<file path="src/rtl/phase_level_sequencer_pkg.sv">
// Shared definitions for the three-phase level sequencer: level limits,
// FSM encoding and the target range helpers.
package phase_level_sequencer_pkg;

  localparam int LVL_BITS   = 3;
  localparam int DWELL_BITS = 16;

  localparam int LVL_MAX = 3;
  localparam int LVL_MIN = -3;

  typedef logic signed [LVL_BITS-1:0] level_t;
  typedef logic [DWELL_BITS-1:0]      dwell_t;

  typedef enum logic [1:0] {
    IDLE       = 2'd0,
    RUN        = 2'd1,
    SHUTDOWN   = 2'd2,
    FAULT_HOLD = 2'd3
  } state_t;

  function automatic logic level_illegal(input int v);
    return (v < LVL_MIN) || (v > LVL_MAX);
  endfunction

  function automatic int clamp_level(input int v);
    if (v < LVL_MIN) return LVL_MIN;
    if (v > LVL_MAX) return LVL_MAX;
    return v;
  endfunction

endpackage

</file>
<file path="src/rtl/phase_level_sequencer_phase_stepper.sv">
// One phase: current level register plus dwell down-counter; moves the level
// one step toward the target whenever the counter has run out.
module phase_stepper
  import phase_level_sequencer_pkg::*;
#(
  parameter int LVL_W   = LVL_BITS,
  parameter int DWELL_W = DWELL_BITS
) (
  input  logic                     clk,
  input  logic                     rst,
  input  logic                     step_en,
  input  logic signed [LVL_W-1:0]  target,
  input  logic [DWELL_W-1:0]       dwell_cfg,
  output logic signed [LVL_W-1:0]  level,
  output logic                     at_target
);

  logic [DWELL_W-1:0] cnt;
  logic [DWELL_W-1:0] reload;

  // dwell_cfg of 0 behaves as 1: the counter stays at 0 and we step every cycle
  assign reload    = (dwell_cfg == '0) ? '0 : dwell_cfg - 1'b1;
  assign at_target = (level == target);

  // While idle the counter is cleared so a fresh run never inherits a dwell
  always_ff @(posedge clk or negedge rst) begin
    if (!rst) begin
      level <= '0;
      cnt   <= '0;
    end else if (!step_en) begin
      cnt <= '0;
    end else if (cnt != '0) begin
      cnt <= cnt - 1'b1;
    end else if (level != target) begin
      level <= (level < target) ? level + LVL_W'(1) : level - LVL_W'(1);
      cnt   <= reload;
    end
  end

endmodule

</file>
<file path="src/rtl/phase_level_sequencer.sv">
// Three-phase level sequencer: accepts target level sets, ramps each phase in
// single steps with a minimum dwell, and ramps everything to 0 on fault/disable.
//
//   state      | meaning
//   IDLE       | outputs 0, waiting for en
//   RUN        | accepting targets, phases track their targets
//   SHUTDOWN   | targets forced to 0, waiting for all phases to reach 0
//   FAULT_HOLD | outputs 0, waiting for fault and en both low
module phase_level_sequencer
  import phase_level_sequencer_pkg::*;
#(
  parameter int LVL_W   = LVL_BITS,
  parameter int DWELL_W = DWELL_BITS
) (
  input  logic                     clk,
  input  logic                     rst,
  input  logic                     en,
  input  logic                     fault,
  input  logic [DWELL_W-1:0]       dwell_cfg,
  input  logic                     tgt_valid,
  output logic                     tgt_ready,
  input  logic signed [LVL_W-1:0]  tgt_a,
  input  logic signed [LVL_W-1:0]  tgt_b,
  input  logic signed [LVL_W-1:0]  tgt_c,
  output logic signed [LVL_W-1:0]  PhA,
  output logic signed [LVL_W-1:0]  PhB,
  output logic signed [LVL_W-1:0]  PhC,
  output logic                     aligned,
  output logic                     err,
  output logic [1:0]               state
);

  state_t state_q, state_d;

  logic signed [LVL_W-1:0] t_a, t_b, t_c;
  logic signed [LVL_W-1:0] ca, cb, cc;
  logic signed [LVL_W-1:0] lvl_a, lvl_b, lvl_c;
  logic                    at_a, at_b, at_c;
  logic                    step_en;
  logic                    accept;
  logic                    bad_tgt;
  logic                    all_zero;
  logic                    enter_shutdown;

  assign ca = LVL_W'(clamp_level(int'(tgt_a)));
  assign cb = LVL_W'(clamp_level(int'(tgt_b)));
  assign cc = LVL_W'(clamp_level(int'(tgt_c)));

  assign bad_tgt = level_illegal(int'(tgt_a)) |
                   level_illegal(int'(tgt_b)) |
                   level_illegal(int'(tgt_c));

  // A stop request in RUN wins over a target offered in the same cycle
  assign accept         = tgt_valid & tgt_ready & en & ~fault;
  assign enter_shutdown = (state_q == RUN) && (state_d == SHUTDOWN);
  assign all_zero       = (lvl_a == '0) && (lvl_b == '0) && (lvl_c == '0);

  always_ff @(posedge clk or negedge rst) begin
    if (!rst) begin
      state_q <= IDLE;
      t_a     <= '0;
      t_b     <= '0;
      t_c     <= '0;
      err     <= 1'b0;
    end else begin
      state_q <= state_d;
      if (enter_shutdown) begin
        t_a <= '0;
        t_b <= '0;
        t_c <= '0;
      end else if (accept) begin
        t_a <= ca;
        t_b <= cb;
        t_c <= cc;
      end
      if (accept && bad_tgt) err <= 1'b1;
    end
  end

  always_comb begin
    state_d   = state_q;
    tgt_ready = 1'b0;
    step_en   = 1'b0;
    case (state_q)
      IDLE: begin
        if (en) state_d = fault ? FAULT_HOLD : RUN;
      end
      RUN: begin
        tgt_ready = 1'b1;
        step_en   = 1'b1;
        if (fault || !en) state_d = SHUTDOWN;
      end
      SHUTDOWN: begin
        step_en = 1'b1;
        if (all_zero) state_d = fault ? FAULT_HOLD : IDLE;
      end
      FAULT_HOLD: begin
        if (!fault && !en) state_d = IDLE;
      end
      default: state_d = IDLE;
    endcase
  end

  phase_stepper #(.LVL_W(LVL_W), .DWELL_W(DWELL_W)) u_step_a (
    .clk       (clk),
    .rst       (rst),
    .step_en   (step_en),
    .target    (t_a),
    .dwell_cfg (dwell_cfg),
    .level     (lvl_a),
    .at_target (at_a)
  );

  phase_stepper #(.LVL_W(LVL_W), .DWELL_W(DWELL_W)) u_step_b (
    .clk       (clk),
    .rst       (rst),
    .step_en   (step_en),
    .target    (t_b),
    .dwell_cfg (dwell_cfg),
    .level     (lvl_b),
    .at_target (at_b)
  );

  phase_stepper #(.LVL_W(LVL_W), .DWELL_W(DWELL_W)) u_step_c (
    .clk       (clk),
    .rst       (rst),
    .step_en   (step_en),
    .target    (t_c),
    .dwell_cfg (dwell_cfg),
    .level     (lvl_c),
    .at_target (at_c)
  );

  // Levels are only nonzero in RUN/SHUTDOWN; SHUTDOWN exits only at all-zero
  assign PhA     = lvl_a;
  assign PhB     = lvl_b;
  assign PhC     = lvl_c;
  assign aligned = at_a & at_b & at_c;
  assign state   = state_q;

endmodule

</file>
<file path="config.mk">
export PLATFORM = sky130hd
export DESIGN_NAME = phase_level_sequencer
export DESIGN_NICKNAME = d
export VERILOG_FILES = /design/src/rtl/phase_level_sequencer_pkg.sv /design/src/rtl/phase_level_sequencer_phase_stepper.sv /design/src/rtl/phase_level_sequencer.sv
export SDC_FILE = /design/constraint.sdc
export NUM_CORES = 1
export LEC_CHECK = 0
export BUFFER_PORTS_ARGS = -buffer_cell sky130_fd_sc_hd__buf_4
export CELL_PAD_IN_SITES_DETAIL_PLACEMENT = 1
export CELL_PAD_IN_SITES_GLOBAL_PLACEMENT = 2
export CORE_AREA = 3 3 130 132
export CTS_CLUSTER_DIAMETER = 200
export DETAILED_ROUTE_END_ITERATION = 12
export DIE_AREA = 0 0 133 135
export GPL_TIMING_DRIVEN = 0
export PLACE_DENSITY = 0.76
export SLEW_MARGIN = 20
export SYNTH_ARGS = -nofsm -noshare
export SYNTH_HDL_FRONTEND = slang
export SYNTH_SLANG_ARGS = --single-unit
</file>
<file path="constraint.sdc">
create_clock -name clk -period 3.4 [get_ports clk]
set_clock_uncertainty 0.15 [all_clocks]
set_input_delay 0.34 -clock clk [delete_from_list [all_inputs] [get_ports clk]]
set_output_delay 0.34 -clock clk [all_outputs]
set_load 0.02 [all_outputs]
</file>
After elaboration in Yosys (flattened, before gate mapping)
Index checks and enable logic that the tools add are counted.
{"block": "word_totals", "output_inout_bits": 14, "reg_bits": 69, "in_bits": 30, "wordCells": 127}
{"block": "op_classes", "reduce_logical": 24, "n_lt_le_gt_ge": 9, "bitwise": 11, "n_mux": 49, "n_addsub": 10, "eq_ne": 13}
{"cell": "16-bit two-way mux", "count": 10}
{"cell": "16-bit by 1-bit subtractor with 16-bit output (second input constant)", "count": 4}
{"cell": "3-bit two-way mux", "count": 21}
{"cell": "16-bit nonzero test", "count": 3}
{"cell": "16-bit zero test", "count": 1}
{"cell": "2-bit two-way mux", "count": 6}
{"cell": "1-bit two-way mux", "count": 11}
{"cell": "3-bit by 2-bit adder with 3-bit output (second input constant)", "count": 3}
{"cell": "3-bit == test", "count": 3}
{"cell": "3-bit > comparator (second input constant)", "count": 3}
{"cell": "3-bit zero test", "count": 3}
{"cell": "3-bit less-than comparator", "count": 3}
{"cell": "3-bit less-than comparator (second input constant)", "count": 3}
{"cell": "3-bit != test", "count": 3}
{"cell": "3-bit AND reduction", "count": 3}
{"cell": "3-bit by 2-bit subtractor with 3-bit output (second input constant)", "count": 3}
{"cell": "2-bit one-hot mux with 4 select lines", "count": 1}
{"cell": "2-bit == test (second input constant)", "count": 3}
{"cell": "3-bit by 1-bit != test with 1-bit output (second input constant)", "count": 2}
{"cell": "1-bit AND", "count": 5}
{"cell": "1-bit logical AND", "count": 5}
{"cell": "1-bit logical OR", "count": 4}
{"cell": "1-bit inverter", "count": 4}
{"cell": "3-bit != test (second input constant)", "count": 1}
{"cell": "6 further kinds", "count": 8}

Longest topological paths before layout
Gate-level depths: netlist of the first run.
{"block": "depth", "ltp_word": 8, "ltp_mapped": 8, "ltp_nobuf": 8}

Hierarchy
A second synthesis of the first run with hierarchy kept.
{"block": "unflattened", "cells_unflattened": 608, "area_unflattened_um2": 5420.2}
{"mod": "phase_stepper at u_step_a ...", "instances": 2, "area_each_um2": 1536.5, "seq_area_each_um2": 475.5, "cells_each": 171}
{"mod": "phase_stepper at u_step_c", "instances": 1, "area_each_um2": 1565.3, "seq_area_each_um2": 475.5, "cells_each": 176}
{"mod": "phase_level_sequencer", "instances": 1, "area_each_um2": 782.0, "seq_area_each_um2": 300.3, "cells_each": 90}

Worst setup path before layout of the first run
Ideal clock, no wire load.
{"block": "synth_path", "path_type": "reg2reg", "startpoint": "register u_step_a.cnt[3]", "endpoint": "register u_step_a.cnt[10]", "arrival_time_ns": 2.389, "path_stages_with_launch": 7, "setup_time_ns": 0.101, "path_buffers": 2, "required_time_ns": 3.149, "period_less_slack_ns": 2.640, "setup_slack_ns": 0.760, "cell_sequence": "dfrtp_1 -> or4_4 -> or4_4 -> or4b_4 -> buf_6 -> buf_8 -> o32ai_1"}
{"block": "synth_via", "elab_chain_cells": 3, "word_cells_on_any_way": 5, "classes_between": "add/sub (1); eq/ne (1); mux (2); reduce/logical (1)"}
{"item": "start, declared", "line": "phase_level_sequencer_phase_stepper.sv:18", "text": "logic [DWELL_W-1:0] cnt;"}
{"item": "start signal, assigned", "line": "phase_level_sequencer_phase_stepper.sv:33", "text": "cnt <= cnt - 1'b1;"}
{"item": "start signal, assigned", "line": "phase_level_sequencer_phase_stepper.sv:36", "text": "cnt <= reload;"}
{"item": "16-bit by 1-bit subtractor with 16-bit output / 16-bit nonzero test (equally long branches)", "line": "phase_level_sequencer_phase_stepper.sv:33, phase_level_sequencer_phase_stepper.sv:32"}
{"item": "16-bit two-way mux", "line": "phase_level_sequencer_phase_stepper.sv:32", "text": "end else if (cnt != '0) begin"}
{"item": "16-bit two-way mux", "line": "phase_level_sequencer_phase_stepper.sv:30", "text": "end else if (!step_en) begin"}
Several ways; a longest one is shown, not always the timed one.
A chain may end at the register's enable or synchronous reset.

Worst setup path in the final report of the first run
{"block": "layout_path", "startpoint": "register u_step_c.cnt[6]", "endpoint": "register u_step_c.cnt[13]"}
{"block": "layout_via", "elab_chain_cells": 3, "word_cells_on_any_way": 5, "classes_between": "add/sub (1); eq/ne (1); mux (2); reduce/logical (1)"}
{"item": "start, declared", "line": "phase_level_sequencer_phase_stepper.sv:18"}
{"item": "start signal, assigned", "line": "phase_level_sequencer_phase_stepper.sv:33"}
{"item": "start signal, assigned", "line": "phase_level_sequencer_phase_stepper.sv:36"}
{"item": "16-bit by 1-bit subtractor with 16-bit output / 16-bit nonzero test (equally long branches)", "line": "phase_level_sequencer_phase_stepper.sv:33, phase_level_sequencer_phase_stepper.sv:32"}
{"item": "16-bit two-way mux", "line": "phase_level_sequencer_phase_stepper.sv:32"}
{"item": "16-bit two-way mux", "line": "phase_level_sequencer_phase_stepper.sv:30"}
Several ways; a longest one is shown, not always the timed one.

==> impl_metrics.tcl, run 1 <==
set metrics [dict create \
    status "finished, violations left" \
    violations "negative hold slack" \
    die_w_um 133 \
    slew_violations 0 \
    worst_setup_path_start_kind "flop" \
    grt_pass1_vias 4611 \
    post_synth_num_cell_types 61 \
    ys.flop_type "dfrtp_1" \
    hp-class "input pin to async pin" \
    end_kind "flop" \
    drc 0 \
    io_buffers 42 \
    setup_viol 0 \
    r2r-start "u_step_c.cnt[6]" \
    dp_hpwl_um 12080 \
    whs_ns -0.02734 \
    cts.clk_slew.worst_paths_ns 0.06 \
    r2r_setup_slack_ns 0.33 \
    vias_per_cell 5.402 \
    final_nets 639 \
    synth_edf_count 0 \
    start_util 0.2968 \
    grt_pass1_wl_um 25690 \
    synthDominantCellAreaShare 0.3675 \
    routed_wl_um 16210 \
    reg2reg_depth 7 \
    synth_top_area_cell "dfrtp_1" \
    gp_congestion 0.8444 \
    postRouteAntennaNets 0 \
    postSynthCellCount 532 \
    p_leak_nw 2.350 \
    synth-seq-area-share 0.3675 \
    hold_buffers 0 \
    grt_max_degree 70 \
    wire_per_inst_um 20.06 \
    drtIter0Drc 211 \
    first_pass_iters 4 \
    cts.sinks 69 \
    synth_area_mm2 0.004698 \
    ys_seq_elements 69 \
    maxSlewHeadroom 0.2740 \
    fmax_ghz 0.3257 \
    cp_data_arrival_time_ns 3.13 \
    path_max_fanout 10 \
    coreArea_mm2 0.01583 \
    reg2reg_to "u_step_c.cnt[13]" \
    cts_tree "done" \
    rsz0062_at_grt "false" \
    setup.worst_path.class "flop to flop" \
    cp.required_ns 3.46 \
    multi_input_comb_area_mm2 0.002789 \
    vias 4365 \
    fin_crit_sh 0.9029 \
    fin_crit_ns 3.070 \
    cts_root_buf "clkbuf_16" \
    synth.avg_cell_area_um2 8.831 \
    grt_overflow 0 \
    htreeDepth 3 \
    yosys-top-cells-area "dfrtp_1 37%, xnor2_1 6.0%, ha_1 5.6%" \
    tns_ns 0 \
    ios 44 \
    finalHoldViolCount 9 \
    antenna_found_initial 2 \
    clock_latency_ns 0.35 \
    async_flop_share 1.000 \
    numCtsBuffers 9 \
    ctsLongestPathBuffers 2 \
    finalPower_w 0.005870 \
    area_growth_pct 19.52 \
    regArea_mm2 0.001727 \
    power_density_mw_per_mm2 1045 \
    syn_nets 586 \
    ir_worst_vdd_mv 0.2618 \
    track_usage 0.1839 \
    ys_warn_count 0 \
    die_h_um 135 \
    num_rows 46 \
    die_area_mm2 0.01796 \
    worst_pin_slew_ns 1.080 \
    drive_gt1_frac 0.1288 \
    drv_cap 0 \
    nFillCells 1866 \
]
## metrics by stage
stage          worst slack [ns]  area [µm²]  hold WS, ns  utilization  cells
5_1_grt                 0.08944        5615      0.04470       0.3548    808
6_report                 0.3301        5615     -0.02734       0.3548    808
4_1_cts                  0.2411        5600      0.02215       0.3538    806
3_3_place_gp             0.2162        5284       0.3152       0.3338    790
3_5_place_dp             0.2206        5284       0.3195       0.3338    790
2_1_floorplan            0.7598        4698      -0.1056            -    532
## cell usage in the layout, fill, tap and decap left out, types with 4 or more instances in the layout
cell type,netlist,layout
dfrtp_1,69,69
nor2_1,53,53
buf_4,0,42
nand2_1,40,40
a21oi_1,32,32
xnor2_1,32,32
inv_1,30,30
nand3_1,22,22
nor3_1,22,22
ha_1,21,21
nor4_1,19,19
a211oi_1,19,19
xor2_1,16,16
clkbuf_1,13,14
o32ai_1,13,13
o21ai_0,13,13
nand4_1,10,10
mux2i_1,9,9
clkbuf_16,0,9
or3_1,8,8
or4_1,7,7
nand2b_1,7,7
a31oi_1,6,6
nor3b_1,6,6
nor2b_1,5,5
o22ai_1,4,4
and3_1,4,4
## final cells by class
| type | instances | share of cell area |
|---|---|---|
| antenna | 2 | 0.0008913 |
| buffer | 16 | 0.01426 |
| tap | 216 | 0.04813 |
| sequential | 69 | 0.3075 |
| inverter | 30 | 0.02005 |
| multi-input combinational | 417 | 0.4967 |
| timing repair buffer | 42 | 0.05615 |
| clock buffer | 10 | 0.04078 |
| clock inverter | 6 | 0.01560 |
## report_power, final
part	internal (W)	total, W	switching, W	leakage [nW]
registers	0.00112	0.00141	0.000292	0.915
clock network	0.000643	0.00103	0.000386	0.156
logic	0.00131	0.00343	0.00212	1.28
## state kept, by name (all words and copies together) (netlist names)
signal / cells
err: 1
u_step_a.level: 3
t_a: 3
u_step_b.cnt: 16
state: 2
u_step_a.cnt: 16
u_step_b.level: 3
t_b: 3
u_step_c.level: 3
t_c: 3
u_step_c.cnt: 16
## per-layer routing
layer / up-vias / track usage / wire, µm
li1: 2070 / - / -
met1: 2211 / 0.2371 / 7193
met2: 60 / 0.3056 / 8080
met3: 24 / 0.02310 / 546
met4: 0 / 0.09065 / 392
met5: - / 0 / 0
## critical path: stages (launching register included)
cell      delay, ns
dfrtp_1        0.41
nor4_1         0.81
nand4_1        0.28
or2_2          0.38
clkbuf_1       0.26
clkbuf_1       0.33
nand2_1        0.20
o32ai_1        0.11
## Yosys cell counts (3+ instances only)
cell type / number
dfrtp_1: 69
nor2_1: 53
nand2_1: 40
a21oi_1: 32
xnor2_1: 32
inv_1: 30
nand3_1: 22
nor3_1: 22
ha_1: 21
a211oi_1: 19
nor4_1: 19
xor2_1: 16
clkbuf_1: 13
o21ai_0: 13
o32ai_1: 13
nand4_1: 10
mux2i_1: 9
or3_1: 8
nand2b_1: 7
or4_1: 7
a31oi_1: 6
nor3b_1: 6
nor2b_1: 5
and3_1: 4
o22ai_1: 4
a31o_2: 3
fa_1: 3
nor4b_1: 3
o21a_1: 3
o31ai_1: 3
or4_4: 3
## worst max path at each step
stage                                from                end  cells after the start
after floorplan           u_step_a.cnt[3]   u_step_a.cnt[10]                      6
after global placement       dwell_cfg[0]    u_step_c.cnt[5]                      9
after detailed placement     dwell_cfg[0]    u_step_c.cnt[5]                      9
after CTS                 u_step_c.cnt[6]    u_step_c.cnt[6]                      6
after global routing      u_step_b.cnt[0]  u_step_b.level[2]                      8
final                     u_step_c.cnt[6]   u_step_c.cnt[13]                      7
## cells by family after synthesis
| group | share of synthesized area |
|---|---|
| xor+xnor | 0.08948 |
| simple gates | 0.2503 |
| flops | 0.3675 |
| fa+ha+maj | 0.06871 |
| compound gates | 0.1614 |
| mux | 0.02157 |
| buf+inv | 0.04101 |
## repair_timing
| action | 4_1_cts | 5_1_grt |
|---|---|---|
| setup endpoints to repair | 0 | 5 |
| buffers inserted | 0 | 0 |
| gates resized for setup | 0 | 1 |
(Power assumes the default switching activity.)
==> inputs of run 2 (changes only) <==
ABC_AREA = 1   (was not set)
CORE_AREA = 3 3 134 136   (was 3 3 130 132)
DIE_AREA = 0 0 137 139   (was 0 0 133 135)
PLACE_DENSITY = 0.8   (was 0.76)
==> run 2 against run 1 <==
The run still ends with negative hold slack left. Wire length fell by 5.9%. Global-route usage shrank 1.4 points. Synthesized area increased by 6.5%. Critical path depth up 2. Worst hold slack gained 0.023 ns. Sequential share of layout area decreased by 1.3 points.
==> impl_metrics.tcl, run 2 <==
set metrics [dict create \
    routed_wl_um 15260 \
    antenna_cells 0 \
    ir_worst_vdd_mv 0.2847 \
    rsz0062_at_grt "false" \
    switching_share 0.4921 \
    r2r-start "u_step_b.level[1]" \
    drive_gt1_frac 0.1425 \
    vias_per_cell 4.837 \
    clock_latency_ns 0.34 \
    placed_cells 967 \
    critical_path.startpoint "u_step_b.level[1]" \
    final_nets 807 \
    endpoint "u_step_b.level[2]" \
    crit_path_cell_trace "ha_1, inv_1, o211ai_1, o21ai_0, fa_1, xnor2_1, nor2_1, nand2_1, nand2_1" \
    gp_congestion 0.7976 \
    synth.most_common_cell "nand2_1" \
    synth.avg_cell_area_um2 7.160 \
    finalHoldViolCount 2 \
    cts.sinks 69 \
    p_comb_frac 0.607 \
    r2r_setup_slack_ns 1.13 \
    p_clk_frac 0.150 \
    utilization 0.3438 \
    hold_buffers 0 \
    reg_top3 "u_step_a.cnt (16), u_step_b.cnt (16), u_step_c.cnt (16)" \
    p_leak_nw 2.978 \
    area_growth_pct 17.15 \
    top_layer "met4" \
    fin_crit_ns 2.271 \
    cts_setup_buffers 0 \
    ys.flop_type "dfrtp_1" \
    maxSlewHeadroom 0.3749 \
    grt_pass1_vias 5159 \
    cpMostUsedCell "nand2_1" \
    grt_overflow 0 \
    grt_max_degree 70 \
    yosys-top-cells-area "dfrtp_1 35%, nand2_1 10%, nor2_1 8.0%" \
    synth_area_mm2 0.005005 \
    die_h_um 139 \
    track_usage 0.1702 \
    fin_crit_sh 0.6679 \
    grt_pass1_wl_um 25700 \
    final_common_cell "nand2_1" \
    mostFrequentLayoutCells "137 x nand2_1, 107 x nor2_1, 91 x inv_1" \
    htreeDepth 3 \
    synthDominantCellAreaShare 0.3450 \
    cp_slowest_stage_delay_ns 0.44 \
    status "finished, violations left" \
    synth_top_area_cell "dfrtp_1" \
    worst_pin_slew_ns 0.9376 \
    first_pass_iters 4 \
    cts_resized 0 \
    cts.clk_slew.worst_paths_ns 0.05 \
    violations "negative hold slack" \
    crit_family "adder cells" \
    reg2reg_to "u_step_b.level[2]" \
    ios 44 \
    drc 0 \
    reg2reg_depth 9 \
    m1WireLength_um 6953 \
    setup_viol 0 \
    die_w_um 137 \
    p_sw_w 0.002742 \
    final_cells 983 \
    slowest_stage "fa_1" \
    cts_tree "done" \
    vias 4755 \
    cp.required_ns 3.47 \
    cts_root_buf "clkbuf_16" \
    synth-seq-area-share 0.3450 \
    path_max_fanout 4 \
    async_flop_share 1.000 \
    path_buf_inv 1 \
    whs_ns -0.004626 \
    routed-wl-met2_um 7462 \
    slew_violations 0 \
    syn_nets 753 \
    die_area_mm2 0.01904 \
    num_rows 48 \
    coreArea_mm2 0.01706 \
    tns_ns 0 \
    wire_per_inst_um 15.52 \
    start_util 0.2934 \
    worst_setup_path_start_kind "flop" \
    synth_common_cells "137 x nand2_1, 107 x nor2_1, 91 x inv_1" \
    synth_edf_count 0 \
    postRouteAntennaNets 0 \
    ctsLongestPathBuffers 2 \
    numCtsBuffers 9 \
    drtIter0Drc 181 \
    post_synth_num_cell_types 44 \
    power_density_mw_per_mm2 950.5 \
    ys_warn_count 0 \
    io_buffers 43 \
    wl_met3_um 349 \
    postSynthCellCount 699 \
    ys_seq_elements 69 \
    crit_cells 9 \
    antenna_found_initial 0 \
    fmax_ghz 0.4403 \
    hp-class "input pin to async pin" \
    cp_data_arrival_time_ns 2.34 \
    nFillCells 2168 \
    end_kind "flop" \
    setup.worst_path.class "flop to flop" \
    seqPwrFrac 0.243 \
    dp_hpwl_um 11790 \
    p_int_w 0.002830 \
    drv_cap 0 \
]
-- run 2: changes by cell type in the layout (fill, tap and decap cells not counted), moves of 26 or more --
cell	before	now
nand2_1	40	137
inv_1	30	91
nor2_1	53	107
o21ai_0	13	49
xnor2_1	32	6
-- run 2: through the flow --
step / instance area [µm²] / worst slack, ns / total power, W
global route: 5863 / 0.8542 / 0.006198
finish: 5863 / 1.129 / 0.005573
global placement: 5609 / 1.168 / 0.004664
CTS: 5863 / 1.072 / 0.005668
floorplan: 5005 / 1.289 / 0.003838
detailed placement: 5609 / 1.114 / 0.004789
-- run 2: area by class of cell --
type | instances | area, µm² | share of cell area
inverters | 97 | 367.9 | 0.06274
clock inverters | 2 | 10.01 | 0.001707
clock buffers | 14 | 244.0 | 0.04161
flip-flops and latches | 69 | 1727 | 0.2945
plain buffers | 8 | 56.30 | 0.009603
well taps | 225 | 281.5 | 0.04802
repair buffers | 43 | 322.8 | 0.05506
multi-input cells | 525 | 2854 | 0.4868
-- run 2: worst min-delay path by stage --
stage,start,end,slack [ns],cells past startpoint
2_1_floorplan,rst,err,-0.11,0
3_3_place_gp,err,err,0.31,1
4_1_cts,rst,u_step_c.cnt[15],0.04,1
3_5_place_dp,err,err,0.32,1
6_report,rst,t_b[1],-0.005,1
5_1_grt,rst,err,0.09,1
-- run 2: power by group through the flow --
stage | clock network (W) | logic, W | registers [W]
finish | 0.000836 | 0.00338 | 0.00135
global route | 0.000901 | 0.00390 | 0.00140
CTS | 0.000868 | 0.00345 | 0.00135
detailed placement | 0 | 0.00342 | 0.00137
global placement | 0 | 0.00331 | 0.00136
floorplan | 0 | 0.00246 | 0.00138
-- run 2: logic make-up after synthesis --
kind of cell             Yosys count  share of synthesized area
flip-flops                        69                     0.3450
AND/OR/NAND/NOR                  356                     0.3225
AO/OA/AOI/OAI                    111                     0.1233
multiplexers                       2                   0.004000
buffers and inverters            105                    0.08475
XOR/XNOR                          32                    0.05600
adder cells (fa/ha/maj)           24                    0.06450
-- run 2: metal layers --
metal	vias up	track usage
met5	-	0
met4	0	0.07405
met3	30	0.02576
met2	52	0.2820
met1	2309	0.2184
li1	2364	-
